--- config.mk ---
export PLATFORM = sky130hd
export DESIGN_NAME = seg_scan_decoder
export DESIGN_NICKNAME = d
export VERILOG_FILES = /design/src/rtl/seg_scan_decoder.sv
export SDC_FILE = /design/constraint.sdc
export NUM_CORES = 1
export LEC_CHECK = 0
export ABC_AREA = 1
export CORE_UTILIZATION = 46
export CTS_CLUSTER_DIAMETER = 80
export CTS_CLUSTER_SIZE = 20
export DETAILED_ROUTE_END_ITERATION = 6
export HOLD_SLACK_MARGIN = 0.03
export PLACE_DENSITY = 0.66
export SYNTH_ARGS = -nofsm -noshare
export SYNTH_HDL_FRONTEND = slang
export SYNTH_SLANG_ARGS = --single-unit
--- constraint.sdc ---
create_clock -name clk -period 4.3 [get_ports clk]
set_clock_uncertainty 0.1 [all_clocks]
set_input_delay 0.86 -clock clk [delete_from_list [all_inputs] [get_ports clk]]
set_output_delay 0.86 -clock clk [all_outputs]
set_load 0.05 [all_outputs]
--- src/rtl/seg_scan_decoder.sv ---
// seg_scan_decoder
//   Recovers the value shown on a multiplexed 8-digit, active-low 7-segment
//   display by watching the segment and anode lines. A digit is captured once
//   its segment/anode pattern has been stable for STABLE_CYCLES samples. When
//   all eight digits have been captured, the assembled frame is published.
//
// Parameters
//   STABLE_CYCLES  : identical consecutive samples needed to capture (1..255)
//   TIMEOUT_CYCLES : capture-free cycles before stale asserts (1..2^20-1)
//
// Ports
//   clk         : clock, rising edge
//   RST         : asynchronous reset, active low
//   SEG[7:0]    : active-low segments, [0]=a .. [6]=g, [7]=dp
//   AN[7:0]     : active-low digit enables, AN[i]=0 selects digit i
//   value[31:0] : last complete frame, digit i in value[4i+3:4i]
//   dp[7:0]     : last complete frame decimal points (1 = lit)
//   frame_valid : one-cycle pulse when value/dp/err update
//   err[7:0]    : digit i held an undecodable pattern in the last frame
//   seen[7:0]   : digits captured so far in the frame under assembly
//   stale       : no capture for TIMEOUT_CYCLES cycles
`timescale 1ns/1ps
module seg_scan_decoder #(
  parameter int unsigned STABLE_CYCLES  = 4,
  parameter int unsigned TIMEOUT_CYCLES = 65535
) (
  input  logic        clk,
  input  logic        RST,
  input  logic [7:0]  SEG,
  input  logic [7:0]  AN,
  output logic [31:0] value,
  output logic [7:0]  dp,
  output logic        frame_valid,
  output logic [7:0]  err,
  output logic [7:0]  seen,
  output logic        stale
);

  typedef enum logic [1:0] {BLANK, SETTLE, HOLD} state_t;

  localparam logic [7:0]  STABLE_LAST = 8'(STABLE_CYCLES);
  localparam logic [19:0] TIMEOUT_MAX = 20'(TIMEOUT_CYCLES);

  // True when exactly one anode line is driven low.
  function automatic logic is_one_hot_low(input logic [7:0] an);
    logic [3:0] zeros;
    zeros = 4'd0;
    for (int k = 0; k < 8; k++) zeros = zeros + {3'b000, ~an[k]};
    return (zeros == 4'd1);
  endfunction

  // Index of the low anode line (only meaningful for a one-hot sample).
  function automatic logic [2:0] low_index(input logic [7:0] an);
    logic [2:0] idx;
    idx = 3'd0;
    for (int k = 0; k < 8; k++) if (!an[k]) idx = 3'(k);
    return idx;
  endfunction

  // {error, nibble} for an active-high gfedcba pattern.
  function automatic logic [4:0] decode_seg(input logic [6:0] pat);
    case (pat)
      7'h3F: decode_seg = 5'h00;
      7'h06: decode_seg = 5'h01;
      7'h5B: decode_seg = 5'h02;
      7'h4F: decode_seg = 5'h03;
      7'h66: decode_seg = 5'h04;
      7'h6D: decode_seg = 5'h05;
      7'h7D: decode_seg = 5'h06;
      7'h07: decode_seg = 5'h07;
      7'h7F: decode_seg = 5'h08;
      7'h6F: decode_seg = 5'h09;
      7'h77: decode_seg = 5'h0A;
      7'h7C: decode_seg = 5'h0B;
      7'h39: decode_seg = 5'h0C;
      7'h5E: decode_seg = 5'h0D;
      7'h79: decode_seg = 5'h0E;
      7'h71: decode_seg = 5'h0F;
      default: decode_seg = 5'h10;
    endcase
  endfunction

  state_t      state_q, state_d;
  logic [7:0]  s_seg_q, s_an_q, prev_seg_q, prev_an_q;
  logic [7:0]  stable_cnt_q, stable_cnt_d;
  logic [19:0] idle_q, idle_d;
  logic [31:0] sh_val_q, sh_val_d;
  logic [7:0]  sh_dp_q, sh_dp_d, sh_err_q, sh_err_d;
  logic [7:0]  seen_q, seen_d;
  logic [31:0] value_q, value_d;
  logic [7:0]  dp_q, dp_d, err_q, err_d;
  logic        fv_q, fv_d, stale_q, stale_d;

  logic        one_hot, same, capture, publish;
  logic [2:0]  slot;
  logic [4:0]  dec;

  assign one_hot = is_one_hot_low(s_an_q);
  assign same    = (s_seg_q == prev_seg_q) && (s_an_q == prev_an_q);
  assign slot    = low_index(s_an_q);
  assign dec     = decode_seg(~s_seg_q[6:0]);
  assign publish = (seen_q == 8'hFF);

  always_comb begin
    state_d      = state_q;
    stable_cnt_d = stable_cnt_q;
    capture      = 1'b0;
    case (state_q)
      BLANK: begin
        if (one_hot) begin
          stable_cnt_d = 8'd1;
          // A single stable sample already satisfies STABLE_CYCLES=1.
          if (STABLE_LAST == 8'd1) begin
            capture = 1'b1;
            state_d = HOLD;
          end else begin
            state_d = SETTLE;
          end
        end
      end
      SETTLE: begin
        if (same) begin
          stable_cnt_d = stable_cnt_q + 8'd1;
          if (stable_cnt_q + 8'd1 == STABLE_LAST) begin
            capture = 1'b1;
            state_d = HOLD;
          end
        end else if (one_hot) begin
          stable_cnt_d = 8'd1;
          if (STABLE_LAST == 8'd1) begin
            capture = 1'b1;
            state_d = HOLD;
          end
        end else begin
          stable_cnt_d = 8'd0;
          state_d      = BLANK;
        end
      end
      HOLD: begin
        if (!same) begin
          if (one_hot) begin
            stable_cnt_d = 8'd1;
            if (STABLE_LAST == 8'd1) begin
              capture = 1'b1;
            end else begin
              state_d = SETTLE;
            end
          end else begin
            stable_cnt_d = 8'd0;
            state_d      = BLANK;
          end
        end
      end
      default: begin
        stable_cnt_d = 8'd0;
        state_d      = BLANK;
      end
    endcase
  end

  always_comb begin
    sh_val_d = sh_val_q;
    sh_dp_d  = sh_dp_q;
    sh_err_d = sh_err_q;
    // A full seen mask is published and cleared on this edge; a capture in
    // the same cycle becomes the first digit of the next frame.
    seen_d   = publish ? 8'h00 : seen_q;
    if (capture) begin
      sh_val_d[4*slot +: 4] = dec[3:0];
      sh_dp_d[slot]         = ~s_seg_q[7];
      sh_err_d[slot]        = dec[4];
      seen_d[slot]          = 1'b1;
    end
    value_d = publish ? sh_val_q : value_q;
    dp_d    = publish ? sh_dp_q  : dp_q;
    err_d   = publish ? sh_err_q : err_q;
    fv_d    = publish;
    if (capture)                  idle_d = 20'd0;
    else if (idle_q == TIMEOUT_MAX) idle_d = idle_q;
    else                          idle_d = idle_q + 20'd1;
    stale_d = (idle_d == TIMEOUT_MAX);
  end

  always_ff @(posedge clk or negedge RST) begin
    if (!RST) begin
      state_q      <= BLANK;
      s_seg_q      <= 8'hFF;
      s_an_q       <= 8'hFF;
      prev_seg_q   <= 8'hFF;
      prev_an_q    <= 8'hFF;
      stable_cnt_q <= 8'd0;
      idle_q       <= 20'd0;
      sh_val_q     <= 32'd0;
      sh_dp_q      <= 8'd0;
      sh_err_q     <= 8'd0;
      seen_q       <= 8'd0;
      value_q      <= 32'd0;
      dp_q         <= 8'd0;
      err_q        <= 8'd0;
      fv_q         <= 1'b0;
      stale_q      <= 1'b0;
    end else begin
      // Input capture stage; prev_* holds the sample before the current one.
      s_seg_q      <= SEG;
      s_an_q       <= AN;
      prev_seg_q   <= s_seg_q;
      prev_an_q    <= s_an_q;
      // Decode / frame assembly stage.
      state_q      <= state_d;
      stable_cnt_q <= stable_cnt_d;
      idle_q       <= idle_d;
      sh_val_q     <= sh_val_d;
      sh_dp_q      <= sh_dp_d;
      sh_err_q     <= sh_err_d;
      seen_q       <= seen_d;
      value_q      <= value_d;
      dp_q         <= dp_d;
      err_q        <= err_d;
      fv_q         <= fv_d;
      stale_q      <= stale_d;
    end
  end

  assign value       = value_q;
  assign dp          = dp_q;
  assign err         = err_q;
  assign frame_valid = fv_q;
  assign seen        = seen_q;
  assign stale       = stale_q;

endmodule
==> Flow_metrics.wiki <==
{| class="wikitable"
! Metric !! Value
|-
| Unrepaired setup endpoints after global routing || false
|-
| Per-instance average area after synthesis || 8.03 µm²
|-
| Cell seen most often among critical-path stages || fa_1
|-
| Fraction of the mapped netlist area in simple logic gates || 0.301
|-
| Critical path data required time || 4.54 ns
|-
| Number of design rule violations left after detail routing || 0
|-
| TritonCTS buffer count || 17
|-
| Buffering stage count on the worst path with inverters included || 3
|-
| Count of endpoints failing setup in the final report || 0
|-
| TritonCTS clock tree || done
|-
| Share of final-layout standard cells stronger than drive strength 1 || 0.0955
|-
| Top area cells in the synthesized netlist || dfrtp_1 (43%), nand2_1 (19%), dfstp_2 (11%), inv_1 (5.5%), nor2_1 (3.4%)
|-
| Insertion delay of the later-clocked pin in the worst-skew pair || 0.43 ns
|-
| Slew headroom || 0.451
|-
| Die footprint || 17700 µm²
|-
| Number of setup buffers added after CTS || 0
|-
| Total routed wirelength || 16.5 mm
|-
| Post-CTS Hold Buffers || 0
|-
| Bufs on Longest Clock Path || 2
|-
| Critical Path Slowest Stage Cell || dfstp_2
|-
| Effective utilization at floorplan || 0.474
|-
| Setup slack, reg-to-reg || 0.37 ns
|-
| Startpoint of the tightest hold check path || s_an_q[6]
|-
| Most used flip-flop cell after synthesis || dfrtp_1
|-
| Xor and xnor area share after synthesis || 0.0133
|-
| Endpoint kind of the worst setup timing path || register
|-
| Detailed-route wire length per cell || 12.7 µm
|-
| Delay of the slowest critical-path stage || 0.57 ns
|-
| Fill cell total of the finished layout || 1530
|-
| Worst hold slack || 0.288 ns
|-
| Routability congestion estimate || 0.911
|-
| MaxCap Viol Count || 0
|-
| Clock slew seen by the registers of the worst setup and hold paths || 0.07 ns
|-
| Sequential cell area fraction in the yosys report || 0.536
|-
| Family of cells with the greatest summed delay on the critical path || adder cells
|-
| Slew of the pin with the lowest slew margin || 0.823 ns
|-
| Final Hold Violating Endpoints || 0
|-
| LEAKAGE || 4.84 nW
|-
| Slew Limit Fails || 0
|-
| Post-synth ARST share || 1.00
|-
| Most common cell in the netlist || nand2_1
|-
| DIE WIDTH || 133 µm
|-
| Largest family of logic cells by synthesized area || simple AND/OR/NAND/NOR gates
|-
| Clock sinks || 168
|-
| Number of flops mapped to enable cells by yosys || 0
|-
| Worst Hold End || prev_an_q[6]
|-
| Critical path startpoint category || register
|-
| Largest net degree at the start of global routing || 90
|-
| Diode insertion count for antenna repair || 0
|-
| Compound-cell area share of the yosys netlist || 0.0568
|-
| DR pass1 iterations || 5
|-
| Largest area contributor in the netlist || dfrtp_1
|-
| Grt ovf || 0
|-
| Number of levels the H-tree was split into || 4
|-
| Growth of design area from synthesis to finish || 20.2%
|-
| Die boundary height || 133 µm
|-
| Multiplexer share of the synthesized area || 0
|-
| Top-Level Pins || 76
|-
| Final min period || 3.93 ns
|-
| Non-filler instance count after layout || 1299
|-
| Endpoint of the worst-slack reg-to-reg timing path || state_q[1]
|-
| Post-Syn Nets || 1015
|-
| Register bit total from synthesis || 168
|-
| Number of cells traversed by the worst register-to-register path || 14
|-
| Run status || completed
|-
| Netlist cell types || 41
|-
| Vias post-DR || 6300
|-
| Signal arrival time at the worst endpoint || 4.16 ns
|-
| Number of global-route vias before repair || 6134
|-
| Kind of critical path || register to register
|-
| Ordered list of cells on the worst path || fa_1 -> inv_1 -> fa_1 -> fa_1 -> ha_1 -> inv_1 -> fa_1 -> nand2_1 -> a211o_1 -> o21ai_0 -> inv_1 -> nand2_1 -> nand2_1 -> o31ai_1
|-
| Post-synthesis cell area || 7910 µm²
|-
| Start of the worst register-to-register path || s_an_q[3]
|-
| Hpwl dp || 11.7 mm
|-
| Initial antenna violation count || 0
|-
| Post-cts gate resize count || 0
|-
| Kind of path behind the tightest hold check || register to register
|-
| Final-stage net count || 1096
|-
| Global routing usage summed across all routing layers || 0.206
|-
| Fraction of post-synthesis cell area in the top cell type by area || 0.430
|-
| Post-Place Cells || 1267
|-
| Maximum operating frequency || 0.255 GHz
|-
| Worst Hold Path Cells || 0
|-
| Core Area || 16700 µm²
|-
| DRT antenna net count || 0
|-
| Synth cell count leaders || nand2_1 (395), dfrtp_1 (136), inv_1 (116), nor2_1 (71), o21ai_0 (45)
|-
| Std-Cell Rows || 47
|-
| DR iter-0 viols || 327
|-
| Number of buffers added on ports || 75
|-
| Crit share post-route || 0.913
|-
| Root Driver || clkbuf_16
|-
| Worst Path Max Fanout || 8
|-
| Arithmetic-cell share of the synthesized area counting full adders, half adders and majority gates || 0.0228
|-
| Number of standard cells after synthesis || 985
|-
| Total power density per cell area || 364 nW/µm²
|-
| Worst vdd ir || 0.285 mV
|-
| Global-route wire length before repair || 29.0 mm
|-
| Total Neg Setup Slack || 0 ns
|-
| Routed vias/inst || 4.85
|-
| Count of yosys warnings during synthesis || 0
|}
==> area by class of cell <==
class                           instances  area [µm²]  share of cell area
Clock inverter                         15         188              0.0197
Inverter                              127         477              0.0501
Tap cell                              220         275              0.0289
Clock buffer                           17         425              0.0447
Sequential cell                       168        4240               0.446
Multi-Input combinational cell        674        3120               0.328
Timing Repair Buffer                   78         787              0.0827
==> routing by layer <==
layer  global-route usage  routed length, µm  vias to the layer above
met3               0.0445                607                       26
met1                0.278               7890                     2924
met4               0.0701                299                        0
met2                0.331               7660                      124
met5                    0                  0                        -
li1                     -                  -                     3226
==> power by group <==
part	switching, W	total, W	leakage, nW	internal [W]
combinational	0.000156	0.000231	2.32	0.0000750
clock	0.000657	0.00158	0.302	0.000927
sequential	0.0000301	0.00165	2.22	0.00162
==> worst max-delay path by stage <==
stage / start / depth (start not counted) / endpoint / slack [ns]
floorplan: s_an_q[1] / 14 / state_q[1] / 0.65
global placement: s_an_q[3] / 15 / stable_cnt_q[0] / 0.45
detailed placement: s_an_q[3] / 15 / stable_cnt_q[0] / 0.40
CTS: s_an_q[3] / 15 / stable_cnt_q[0] / 0.37
global route: s_an_q[3] / 16 / stable_cnt_q[0] / 0.1
finish: s_an_q[3] / 14 / state_q[1] / 0.37
==> flip-flops by register name (all words and copies together), names as in the netlist <==
| name | count |
|---|---|
| state_q | 2 |
| stable_cnt_q | 8 |
| stale | 1 |
| err | 8 |
| frame_valid | 1 |
| value | 32 |
| sh_err_q | 8 |
| prev_an_q | 8 |
| idle_q | 20 |
| prev_seg_q | 8 |
| s_an_q | 8 |
| seen | 8 |
| sh_dp_q | 8 |
| sh_val_q | 32 |
| s_seg_q | 8 |
| dp | 8 |
==> worst reg2reg max path, delay by kind of cell, from the launching register on <==
family                     cells  cell delay [ns]
AOI/OAI and AO/OA              3             0.64
buffers and inverters          3             0.19
DFF                            1             0.57
adders and majority gates      5             1.98
and+or+nand+nor                3             0.34
==> cells in the final DEF (no fill, tap or decap), types with 14 or more instances in the layout <==
master,count
nor3_1,14
inv_1,116
o21ai_0,45
nand2_1,394
dfrtp_1,136
o21ai_1,19
nor2_1,71
clkdlybuf4s50_1,74
nand3_1,42
dfstp_2,32
clkbuf_16,17
==> kinds of logic after synthesis <==
logic type | after synthesis
fa+ha+maj | 12
simple gates | 565
compound gates | 85
flops | 168
xor+xnor | 12
buf+inv | 143
==> metrics by stage <==
| stage | total power, W | area, µm² | utilization | setup slack (ns) |
|---|---|---|---|---|
| CTS | 0.00350 | 9510 | 0.570 | 0.372 |
| detailed placement | 0.00191 | 8900 | 0.533 | 0.403 |
| global route | 0.00362 | 9510 | 0.570 | 0.0977 |
| finish | 0.00346 | 9510 | 0.570 | 0.374 |
| global placement | 0.00190 | 8900 | 0.533 | 0.448 |
| floorplan | 0.00181 | 7910 | - | 0.653 |
(Power assumes the default switching activity.)
